## src/rtl/expr_pkg.sv

```systemverilog
// Shared types and ASCII constants for the expression evaluator and recogniser.
package expr_pkg;

  typedef enum logic [1:0] {S_OPND, S_OPER, S_ERR} state_e;

  localparam logic [7:0] CH_PLUS = 8'h2B;
  localparam logic [7:0] CH_MUL  = 8'h2A;
  localparam logic [7:0] CH_EQ   = 8'h3D;
  localparam logic [7:0] CH_0    = 8'h30;
  localparam logic [7:0] CH_9    = 8'h39;

  localparam int unsigned W_DEF = 16;

endpackage

```

## src/rtl/expr_char_class.sv

```systemverilog
// Combinational ASCII classifier shared by the recogniser and evaluator.
module expr_char_class
  import expr_pkg::*;
(
  input  logic [7:0] i_ch,
  output logic       o_is_digit,
  output logic       o_is_plus,
  output logic       o_is_mul,
  output logic       o_is_eq,
  output logic       o_is_bad,
  output logic [3:0] o_digit
);

  logic [7:0] w_off;

  always_comb begin
    w_off      = i_ch - CH_0;
    o_is_digit = (i_ch >= CH_0) && (i_ch <= CH_9);
    o_is_plus  = (i_ch == CH_PLUS);
    o_is_mul   = (i_ch == CH_MUL);
    o_is_eq    = (i_ch == CH_EQ);
    o_is_bad   = !(o_is_digit || o_is_plus || o_is_mul || o_is_eq);
    o_digit    = w_off[3:0];
  end

endmodule

```

## src/rtl/expr_eval.sv

```systemverilog
// Evaluates a '+'/'*' digit expression terminated by '='; '*' binds tighter than '+'.
// EXPR_EVAL_MULTIDIGIT_EN lets consecutive digits form one multi-digit number.
module expr_eval
  import expr_pkg::*;
#(
  parameter int unsigned W = W_DEF
) (
  input  logic         clk,
  input  logic         clr,
  input  logic         in_valid,
  input  logic [7:0]   in,
  output logic [W-1:0] result,
  output logic         res_valid,
  output logic         done,
  output logic         err
);

  logic w_is_digit, w_is_plus, w_is_mul, w_is_eq, w_is_bad;
  logic [3:0] w_digit;

  expr_char_class u_class (
    .i_ch       (in),
    .o_is_digit (w_is_digit),
    .o_is_plus  (w_is_plus),
    .o_is_mul   (w_is_mul),
    .o_is_eq    (w_is_eq),
    .o_is_bad   (w_is_bad),
    .o_digit    (w_digit)
  );

  state_e r_state, r_state_d;
  logic [W-1:0] r_sum, r_sum_d, r_term, r_term_d, r_result, r_result_d;
  logic r_mul, r_mul_d, r_res_valid, r_res_valid_d, r_done, r_done_d, r_err, r_err_d;

  logic [W-1:0] w_dig_w, w_new_term;

`ifdef EXPR_EVAL_MULTIDIGIT_EN
  logic [W-1:0] r_num, r_num_d, r_base, r_base_d;
  logic [W-1:0] w_base_new, w_num_ext, w_term_ext;
`endif

  always_ff @(posedge clk or negedge clr) begin
    if (!clr) begin
      r_state     <= S_OPND;
      r_sum       <= '0;
      r_term      <= '0;
      r_result    <= '0;
      r_mul       <= 1'b0;
      r_res_valid <= 1'b0;
      r_done      <= 1'b0;
      r_err       <= 1'b0;
`ifdef EXPR_EVAL_MULTIDIGIT_EN
      r_num       <= '0;
      r_base      <= '0;
`endif
    end else begin
      r_state     <= r_state_d;
      r_sum       <= r_sum_d;
      r_term      <= r_term_d;
      r_result    <= r_result_d;
      r_mul       <= r_mul_d;
      r_res_valid <= r_res_valid_d;
      r_done      <= r_done_d;
      r_err       <= r_err_d;
`ifdef EXPR_EVAL_MULTIDIGIT_EN
      r_num       <= r_num_d;
      r_base      <= r_base_d;
`endif
    end
  end

  always_comb begin
    w_dig_w = W'(w_digit);
`ifdef EXPR_EVAL_MULTIDIGIT_EN
    // base is the pending product the new number will multiply into
    w_base_new = r_mul ? r_term : W'(1);
    w_new_term = W'(w_base_new * w_dig_w);
    w_num_ext  = W'(r_num * W'(10)) + w_dig_w;
    w_term_ext = W'(r_base * w_num_ext);
`else
    w_new_term = r_mul ? W'(r_term * w_dig_w) : w_dig_w;
`endif
  end

  always_comb begin
    r_state_d     = r_state;
    r_sum_d       = r_sum;
    r_term_d      = r_term;
    r_result_d    = r_result;
    r_mul_d       = r_mul;
    r_res_valid_d = r_res_valid;
    r_done_d      = 1'b0;
    r_err_d       = r_err;
`ifdef EXPR_EVAL_MULTIDIGIT_EN
    r_num_d       = r_num;
    r_base_d      = r_base;
`endif
    if (in_valid) begin
      case (r_state)
        S_OPND: begin
          if (w_is_digit) begin
            r_term_d      = w_new_term;
            r_mul_d       = 1'b0;
            r_result_d    = r_sum + w_new_term;
            r_res_valid_d = 1'b1;
            r_state_d     = S_OPER;
`ifdef EXPR_EVAL_MULTIDIGIT_EN
            r_num_d       = w_dig_w;
            r_base_d      = w_base_new;
`endif
          end else begin
            r_state_d     = S_ERR;
            r_err_d       = 1'b1;
            r_res_valid_d = 1'b0;
          end
        end
        S_OPER: begin
          if (w_is_bad) begin
            r_state_d     = S_ERR;
            r_err_d       = 1'b1;
            r_res_valid_d = 1'b0;
          end else if (w_is_plus) begin
            r_sum_d       = r_sum + r_term;
            r_term_d      = '0;
            r_res_valid_d = 1'b0;
            r_state_d     = S_OPND;
          end else if (w_is_mul) begin
            r_mul_d       = 1'b1;
            r_res_valid_d = 1'b0;
            r_state_d     = S_OPND;
          end else if (w_is_eq) begin
            r_result_d    = r_sum + r_term;
            r_done_d      = 1'b1;
            r_sum_d       = '0;
            r_term_d      = '0;
            r_mul_d       = 1'b0;
            r_res_valid_d = 1'b0;
            r_state_d     = S_OPND;
          end else begin
`ifdef EXPR_EVAL_MULTIDIGIT_EN
            r_num_d       = w_num_ext;
            r_term_d      = w_term_ext;
            r_result_d    = r_sum + w_term_ext;
`else
            r_state_d     = S_ERR;
            r_err_d       = 1'b1;
            r_res_valid_d = 1'b0;
`endif
          end
        end
        default: ;
      endcase
    end
  end

  assign result    = r_result;
  assign res_valid = r_res_valid;
  assign done      = r_done;
  assign err       = r_err;

endmodule
```

## config.mk

```make
export PLATFORM = sky130hd
export DESIGN_NAME = expr_eval
export DESIGN_NICKNAME = d
export VERILOG_FILES = /design/src/rtl/expr_pkg.sv /design/src/rtl/expr_char_class.sv /design/src/rtl/expr_eval.sv
export SDC_FILE = /design/constraint.sdc
export NUM_CORES = 1
export LEC_CHECK = 0
export ABC_AREA = 1
export CAP_MARGIN = 20
export CORE_MARGIN = 2
export CORE_UTILIZATION = 55
export DETAILED_ROUTE_END_ITERATION = 8
export PLACE_DENSITY = 0.72
export SKIP_LAST_GASP = 1
export SLEW_MARGIN = 20
export SYNTH_ARGS = -nofsm -noshare
export SYNTH_HDL_FRONTEND = slang
export SYNTH_HIERARCHICAL = 1
export SYNTH_SLANG_ARGS = --single-unit
```

## constraint.sdc

```tcl
create_clock -name clk -period 8.4 [get_ports clk]
set_input_delay 1.68 -clock clk [delete_from_list [all_inputs] [get_ports clk]]
set_output_delay 1.68 -clock clk [all_outputs]
set_load 0.02 [all_outputs]
```

# [After elaboration in Yosys (flattened, before gate mapping)]
# Index checks and enable logic that the tools add are counted.
[op_classes] multipliers=1 muxes=40 reduce_logical=13 order_cmp=2 n_eq_ne=17 n_addsub=3
[op_table] cell="16-bit two-way mux" n=12
[op_table] cell="16-bit one-hot mux with 2 select lines" n=2
[op_table] cell="16-bit adder" n=2
[op_table] cell="8-bit by 6-bit equality test with 1-bit output, second input constant" n=3
[op_table] cell="6-bit AND reduction" n=3
[op_table] cell="1-bit two-way mux" n=17
[op_table] cell="16-bit by 4-bit multiplier with 16-bit output" n=1
[op_table] cell="2-bit two-way mux" n=5
[op_table] cell="3-bit inequality test, second input constant" n=3
[op_table] cell="8-bit by 6-bit >= comparator with 1-bit output, second input constant" n=1
[op_table] cell="8-bit by 6-bit less-or-equal comparator with 1-bit output, second input constant" n=1
[op_table] cell="2-bit by 1-bit inequality test with 1-bit output, second input constant" n=4
[op_table] cell="7-bit AND reduction" n=1
[op_table] cell="2-bit inequality test, second input constant" n=3
[op_table] cell="3-bit by 1-bit inequality test with 1-bit output, second input constant" n=2
[op_table] cell="1-bit one-hot mux with 2 select lines" n=3
[op_table] cell="5-bit AND reduction" n=1
[op_table] cell="2-bit one-hot mux with 2 select lines" n=1
[op_table] cell="2-bit nonzero test" n=2
[op_table] cell="4-bit by 1-bit subtractor with 4-bit output, second input constant" n=1
[op_table] cell="1-bit logical OR" n=3
[op_table] cell="3-bit by 2-bit inequality test with 1-bit output, second input constant" n=1
[op_table] cell="2-bit by 1-bit equality test with 1-bit output, second input constant" n=1
[op_table] cell="2-bit logical NOT" n=1
[op_table] cell="other kinds (2)" n=2
[word_totals] output_inout_bits=19 regBits=54 inputBits=11

# [Longest topological paths before layout]
# Gate-level depths: netlist (run 1).
[logic_depth] word_depth=8 depth_mapped=34 mapped_depth_nobuf=32

# [Cells and area by module]
# Netlist (run 1), hierarchy kept.
[modules_own_cells] module="expr_eval" cells_per_inst=788 area_per_inst_um2=5512.8 instances=1
[modules_own_cells] module="expr_char_class" cells_per_inst=35 area_per_inst_um2=157.7 instances=1

# [Least setup slack after synthesis (run 1)]
# OpenSTA, ideal clock, no wires.
[synth_timing] kind="input to register" start="in in[2]" end="reg r_result[15], in the netlist result[15]" setup_time_ns=0.116 slack_ns=2.542 required_ns=8.284 stages=27 t_arrival_ns=5.742 path_buffers=3 path_cell_list="buf_4 -> buf_2 -> clkbuf_1 -> nand2_1 -> fa_1 -> fa_1 -> fa_1 -> nor2_1 -> o21ai_1 -> a21oi_1 -> o21ai_0 -> nand2_1 -> nand2_1 -> nand2_1 -> nor2_1 -> ha_1 -> a21o_1 -> o21ai_0 -> o211ai_1 -> nor2_1 -> nand2_1 -> nand2_1 -> nand3_1 -> nand3_1 -> nand2_1 -> nand2_1 -> nand2_1"
[synth_via] elab_chain_cells=7 elab_cells_between_ends=21 classes_between="add/sub (2); mul (1); order compare (2); eq/ne (8); mux (3); reduce/logical (5)"
[synth_lines] item="from (decl)" line_no="expr_eval.sv:11" text="input logic [7:0] in,"
[synth_lines] item="parallel branches: the longest is 7 deep, another holds 16-bit by 4-bit multiplier with 16-bit output"
[synth_lines] item="to (signal assigned)" line_no="expr_eval.sv:60" text="r_result <= r_result_d;"
[synth_lines] item="to (decl)" line_no="expr_eval.sv:32" text="logic [W-1:0] r_sum, r_sum_d, r_term, r_term_d, r_result, r_result_d;"
# Several ways; the timed one is not identified. The select of a mux whose other input is x is not followed.
# A chain may end at the register's enable or synchronous reset.

# [Worst setup path in the final report (run 1)]
# Ends and elaborated chain as after synthesis.

==> results summary, run 1 <==
Dividing total power by cell area gives a power density of 70.8 mW/mm^2. The count of max-cap constraint violations came out at 0. The clock input transition at the sequential cells of the worst setup and hold paths came out at 0.10 ns. The register-to-register setup slack came out at 3.38 ns. The post-detailed-placement cell area came out at 0.00601 sq mm. In this run the core area contains 37 standard-cell rows.

The worst-case clock buffer depth came out at 2. In this run the horizontal extent of the chip is 106 microns. Detailed placement finished with a half-perimeter wire length of 11300 microns.

The synthesis warning total came out at 6. The number of hold violations in the final report is 0. The worst hold path belongs to the class reg2reg. Power comes to 0.431 mW. The peak fanout along the critical path came out at 19. Ranked by total cell area, the synthesized netlist is headed by dfrtp_1 23%, nand2_1 16%, ha_1 9.9%.

The clock drives 53 sinks. For the worst setup path, the data arrival time is 7.03 ns. Averaged over all synthesized cells, the footprint is 6.89 sq um. The element type at the critical path end is a register. Summed over all failing endpoints, the final setup total negative slack is 0 ns. The placer's final routability congestion estimate is 0.938. The H-tree depth reported by CTS is 2. The fraction of the yosys area taken by sequential cells is 23.4%.

Once the floorplan was initialized, standard cells occupied 55.7% of the core. Global routing used 27.7% of the available tracks across all layers. Ranked by instance count, the synthesized netlist is headed by 238 x nand2_1, 148 x inv_1, 53 x dfrtp_1.

Summed over all cells, the static leakage comes to 3.39 nW. The post-synthesis net count came out at 906. The final cycle utilization of the critical path came out at 81.1%. Setup violations remaining at the end of the flow were counted as 0.

The first global-routing pass estimated 24900 microns of wire. The post-CTS repair timing setup buffer count is 0. The first detailed-routing pass ran for 5 iterations. The flow ran to the end, and the final reports show no timing, DRC or antenna violations. The buffer type at the clock tree root is clkbuf_8.

By instance count, the leading cell after synthesis is nand2_1. The repair_antennas step left the layout with diodes totalling 0. The post-detailed-route DRC marker count came out at 0. The required arrival time at the worst endpoint came out at 8.62 ns.

After detailed routing, the average wire length per cell comes to 14.7 microns. The total standard cell area after synthesis is 0.00567 sq mm. Across the VDD grid, the largest voltage drop is 80.5 uV. The number of global-route vias before repair is 5257. The worst setup path is launched from an input pin. The proportion of synthesized flip-flops having asynchronous set or reset came out at 100%. The I/O pin count came out at 30. The final non-filler cell area is 0.00609 sq mm. The final routed wirelength across all metal layers came out at 14300 microns. The total via count in the routed design came out at 5240. The leftover overflow at the end of global routing came out at 0. The overall die area is 0.0111 sq mm.

Gates resized during post-CTS repair numbered 0. The worst-case headroom to the max-slew limit came out at 47.8%. The number of unique standard cell types used by synthesis is 47. The detailed router's first-iteration violation count came out at 334. The maximum clock frequency came out at 147 MHz. The total CTS buffers came out at 5. The setup skew after layout is 0.0104 ns. Counting flops with a built-in enable in the synthesized netlist gives 0. The number of nets still failing antenna checks after routing came out at 0. The number of register bits inferred by synthesis came out at 53. The slew at the pin closest to its max-slew limit is 0.782 ns.

After technology mapping, the gate count stands at 823. The clock period minus final worst setup slack is 6.81 ns. The share of Yosys cell area claimed by the top area cell type came out at 23.4%.

The synthesis-to-layout area growth came out at 7.44%. The quantity of hold-fixing buffers added after cts is 0. Port buffering added 29 buffers. TritonCTS built the clock tree.

For this run, the post-layout net count is 921. The ratio of cells with drive above 1 in the final layout is 6.56%. The core region area is 0.0102 sq mm.

The number of max-slew violations in the final report came out at 0. dfrtp_1 takes more of the synthesized area than any other cell. Setup repair after global routing left no endpoint under its margin. In the routed layout, each cell is associated on average with a via count of 5.37. The later pin in the worst-skew pair is clocked with a latency of 0.32 ns. The initial antenna violation count is 0.

The critical path in this run is classified as in2reg. From bottom edge to top edge, the die measures 106 microns. The number of fill cells in the layout came out at 971.

Among all flip-flop cells after synthesis, the most frequent one is dfrtp_1. The maximum number of pins on one net before global-route repair came out at 54.
==> report_power, final <==
group	switching (mW)	total [mW]	internal (mW)
registers	0.000635	0.257	0.256
logic	0.0189	0.0284	0.00953
clock network	0.0881	0.146	0.0581
==> kinds of logic (layout without fill, tap and decap cells) <==
logic type                 after synthesis  count (layout)  synth area share, %
AOI/OAI and AO/OA                      136             136                 14.5
xor gates and xnor gates                11              11                 1.70
adders and majority gates               72              72                 19.5
buffers and inverters                  175             191                 12.3
DFF                                     53              53                 23.4
and+or+nand+nor                        376             376                 28.6
==> worst max-delay path, stage by stage <==
cell	delay (ns)
clkdlybuf4s50_1	0.92
nand2_1	0.18
fa_1	0.53
fa_1	0.54
fa_1	0.46
nor2_1	0.24
o21ai_1	0.11
nand2_1	0.17
nand2_1	0.07
nand2_1	0.14
inv_1	0.05
o21bai_1	0.18
nor2_1	0.08
nor2_1	0.22
ha_1	0.33
nand2_1	0.12
nor2_1	0.06
o21ai_0	0.09
o211ai_1	0.12
nor2_1	0.24
nand2_1	0.08
nand2_1	0.08
nand3_1	0.07
nand3_1	0.08
nand2_1	0.07
nand2_1	0.05
nand2_1	0.05
==> layout by cell type, fill, tap and decap left out, types with 4 or more instances in the layout <==
cell             netlist  layout
a21oi_1               45      45
a21oi_2                4       4
a31oi_1               12      12
a32o_1                 4       4
clkbuf_8               0       5
clkdlybuf4s50_1        0      28
dfrtp_1               53      53
fa_1                  27      27
ha_1                  45      45
inv_1                148     148
nand2_1              238     238
nand2_2               10      10
nand3_1               44      44
nand3_2                5       5
nor2_1                52      52
nor2_2                 7       7
nor3_1                 5       5
o21ai_0               37      37
o21ai_1                4       4
o21bai_1               4       4
o31ai_1                6       6
or2_2                  6       6
xor2_1                 8       8
==> stage by stage <==
| step | hold WS, ns | std cells | utilization [%] | setup slack, ns |
|---|---|---|---|---|
| 2_1_floorplan | 0.483 | 823 | - | 2.54 |
| 5_1_grt | 0.532 | 975 | 59.8 | 1.19 |
| 3_5_place_dp | 0.456 | 967 | 59.0 | 1.35 |
| 6_report | 0.475 | 975 | 59.8 | 1.59 |
| 4_1_cts | 0.479 | 975 | 59.8 | 1.69 |
| 3_3_place_gp | 0.444 | 967 | 59.0 | 1.53 |
==> per-layer routing <==
metal / track usage (%) / share of wire [%] / wire, microns / vias to the layer above
met5: 0 / 0 / 0 / -
met4: 9.49 / 2.5 / 354 / 0
met3: 3.22 / 4.2 / 603 / 21
met2: 43.9 / 45 / 6440 / 147
met1: 39.3 / 48 / 6950 / 2442
li1: - / - / - / 2630
==> flip-flops by register name, indices dropped and copies added (netlist names) <==
register / count
r_sum: 16
r_term: 16
result: 16
r_state: 2
done: 1
err: 1
r_mul: 1
==> path summary, 6_finish.rpt <==
path                            from  cells past startpoint          to
setup / recovery               in[2]                     27  result[15]
hold / removal                   err                      2         err
setup reg to reg           r_term[1]                     30  result[15]
hold reg to reg                  err                      2         err
max in group asynchronous        clr                      2    r_sum[4]
min in group asynchronous        clr                      2  r_term[14]
==> area by class of cell <==
cell class | instances | area, sq um | area share [%]
clock buffers | 6 | 72.6 | 1.19
flip-flops and latches | 53 | 1330 | 21.8
repair buffers | 30 | 293 | 4.81
multi-input cells | 595 | 3640 | 59.8
inverters | 153 | 576 | 9.45
clock inverters | 2 | 10.0 | 0.164
well taps | 136 | 170 | 2.79
Power figures use the tool's default switching activity.
==> inputs of run 2 (changes only) <==
Settings changed: PLACE_DENSITY 0.72 to 0.75.
Clock period 8.4 ns to 5.9 ns, I/O delays scaled along.
==> run 2 against run 1 <==
Die area did not move. Global-route usage fell by 1.3 points. Critical endpoint unchanged. Sequential power rose by 42%. Critical path depth rose by 4. Sequential share of layout area is 0.75 points lower. Clock-buffer cell count rose by 1. Worst setup slack got worse by 1.2 ns. Design area is 3.6% higher. Power increased by 56%. Critical path type unchanged. Combinational power up 56%. Largest power group unchanged. Highest routed layer unchanged.
==> results summary, run 2 (same netlist as run 1, synthesis figures left out) <==
The total of endpoints with negative setup slack in the final report came to 0 (unchanged). The power after layout is 0.675 mW (+56%). The number of fill cells in the layout is 926 (-4.6%).

The peak fanout along the critical path is 7 (-12). The leakage power total was 3.52 nW (+3.7%). The clock period minus final worst setup slack came out at 5.53 ns. The clock input transition at the sequential cells of the worst setup and hold paths is 0.09 ns (about the same). The first-pass iteration count of the detailed router is 5 (unchanged).

The maximum resistive drop on vdd came out at 148 uV (+84%). The post-detailed-route DRC marker count is 0 (unchanged). The H-tree depth reported by CTS came out at 2 (unchanged). In this design, the critical path's most frequently occurring cell is nand2_1.

The worst-case clock buffer depth is 2 (unchanged). The die boundary width is 106 microns (unchanged). The final routed wirelength across all metal layers came to 14100 microns (-1.4%). The count of max-cap constraint violations was 0 (unchanged).

The slew at the pin closest to its max-slew limit was 0.797 ns (+0.0146 ns). The required arrival time at the worst endpoint is 6.12 ns (-2.50 ns). The worst slack on hold paths came out at 0.479 ns (+0.00461 ns).

The number of cells after detailed placement is 985 (+1.9%). The maximum clock frequency is 181 MHz. The overall fraction of global-route tracks in use came out at 26.4% (-1.3 points). Relative to the synthesized area, the layout overhead comes to 11.3%. The row count is 37 (unchanged). The final net count was 939 (+2.0%). The pre-CTS worst setup slack is -0.157 ns (-1.51 ns). The final standard cell utilization of the core came out at 62.0% (+2.1 points). The clock latency on the worst-skew pair was 0.33 ns (about the same). The number of max-slew violations in the final report is 0 (unchanged). Leaving out fill and tap cells, the most frequent cell in the layout is nand2_1. The post-CTS repair timing setup buffer count is 0 (unchanged). The number of nets still failing antenna checks after routing came to 0 (unchanged).

The worst-case headroom to the max-slew limit is 46.8% (-0.97 points). The flow ran to the end, and the final reports show no timing, DRC or antenna violations. Setup repair after global routing left no endpoint under its margin. The ratio of routed vias to standard cells is 5.43 (+1.0%).

CTS placed an instance of clkbuf_8 at the clock tree root. The largest individual stage delay along the critical path comes from the cell fa_1. The overall die area is 0.0111 sq mm (unchanged).

The wire length of the first global-routing pass came out at 24000 microns (-3.4%). The worst setup path is captured at a register. The library cells used most frequently in the layout, excluding fill and tap cells, are 237 x nand2_1, 148 x inv_1, 53 x dfrtp_1.

The initial antenna violation count came out at 0 (unchanged). The number of global-route vias before repair came out at 5300 (+0.82%). The starting density of the core is 55.7% (unchanged). The total via count in the routed design came out at 5391 (+2.9%).

The number of clock sinks came to 53 (unchanged). The final non-filler cell area came to 0.00631 sq mm (+3.6%). The number of hold violations in the final report is 0 (unchanged).

The number of antenna diodes is 0 (unchanged). The placed wire-length estimate after detailed placement came to 11100 microns (-1.4%). The I/O pin count came out at 30 (unchanged). The minimum setup slack in the final design came out at 0.375 ns (-1.22 ns). The detailed router's first-iteration violation count came out at 397 (+19%).

The ratio of cells with drive above 1 in the final layout is 9.68% (+3.1 points). The count of placed standard cells in the final layout, fillers left out came out at 993 (+1.8%). The worst setup path is launched from an input pin. The total power density per cell area came out at 107 mW/mm^2 (+51%). The stage delay of the slowest cell on the critical path came out at 0.53 ns (-0.39 ns). The number of input and output port buffers inserted is 29 (unchanged).

The post-detailed-placement cell area came out at 0.00614 sq mm (+2.2%). The setup skew after layout was 0.00912 ns (-0.00127 ns). The vertical die dimension came out at 106 microns (unchanged).

The total CTS buffers was 5 (unchanged). The path class of the tightest hold or removal check is reg2reg. The maximum number of pins on one net before global-route repair was 54 (unchanged).

The final cycle utilization of the critical path is 93.7%. The core region area is 0.0102 sq mm (unchanged). The total negative setup slack is 0 ns (unchanged). The leftover overflow at the end of global routing is 0 (unchanged). TritonCTS built the clock tree. The placer's final routability congestion estimate is 0.909 (-3.1%). The data arrival time of the critical path came out at 5.75 ns (-1.28 ns). The average wire length per cell after detail routing came out at 14.2 microns (-3.2%). The critical path in this run is classified as in2reg.
[run 2: cell types whose count changed in the layout (fill, tap and decap cells not counted), moves of 2 or more]
cell	previous run	this run
a21oi_1	45	43
nor2_1	52	49
clkdlybuf4s50_1	28	26
clkinv_2	3	1
buf_4	1	19
dlymetal6s2s_1	0	2
nor2_2	7	10
a21oi_2	4	6
nor3_1	5	3
nor3_2	0	2
[run 2: critical path: cells and delay by family]
kind            cells  cell delay (ns)
compound gates      5             0.57
fa+ha+maj           4             1.64
buf+inv             7             1.02
simple gates       15             1.32
[run 2: worst paths after layout]
check / start / to / slack [ns] / cells after the start
max: in[2] / result[15] / 0.37 / 31
min: err / err / 0.48 / 2
max reg2reg: r_term[1] / result[15] / 1.18 / 27
min reg2reg: err / err / 0.48 / 2
max in group asynchronous: clr / r_sum[14] / 4.47 / 2
min in group asynchronous: clr / r_sum[8] / 0.97 / 2
[run 2: per-layer routing]
layer / share of wire, % / track usage, %
met1: 45 / 35.8
met2: 48 / 44.5
met3: 6.1 / 3.65
met4: 1.3 / 6.77
met5: 0 / 0
[run 2: final cells by class]
class / instances / area, sq um / share of cell area [%]
clock inverters: 1 / 30.0 / 0.476
multi-input cells: 595 / 3690 / 58.5
flip-flops and latches: 53 / 1330 / 21.0
clock buffers: 7 / 86.3 / 1.37
repair buffers: 48 / 433 / 6.86
inverters: 153 / 576 / 9.12
well taps: 136 / 170 / 2.70
[run 2: repair_timing]
item | CTS | global route
gates resized for setup | 0 | 12
setup endpoints to repair | 0 | 4
hold buffers | 0 | 0
[run 2: power breakdown]
part	internal (mW)	switching (mW)	leakage (nW)	total (mW)
clock	0.139	0.126	0.0585	0.265
combinational	0.0168	0.0275	2.74	0.0444
sequential	0.365	0.000920	0.716	0.365
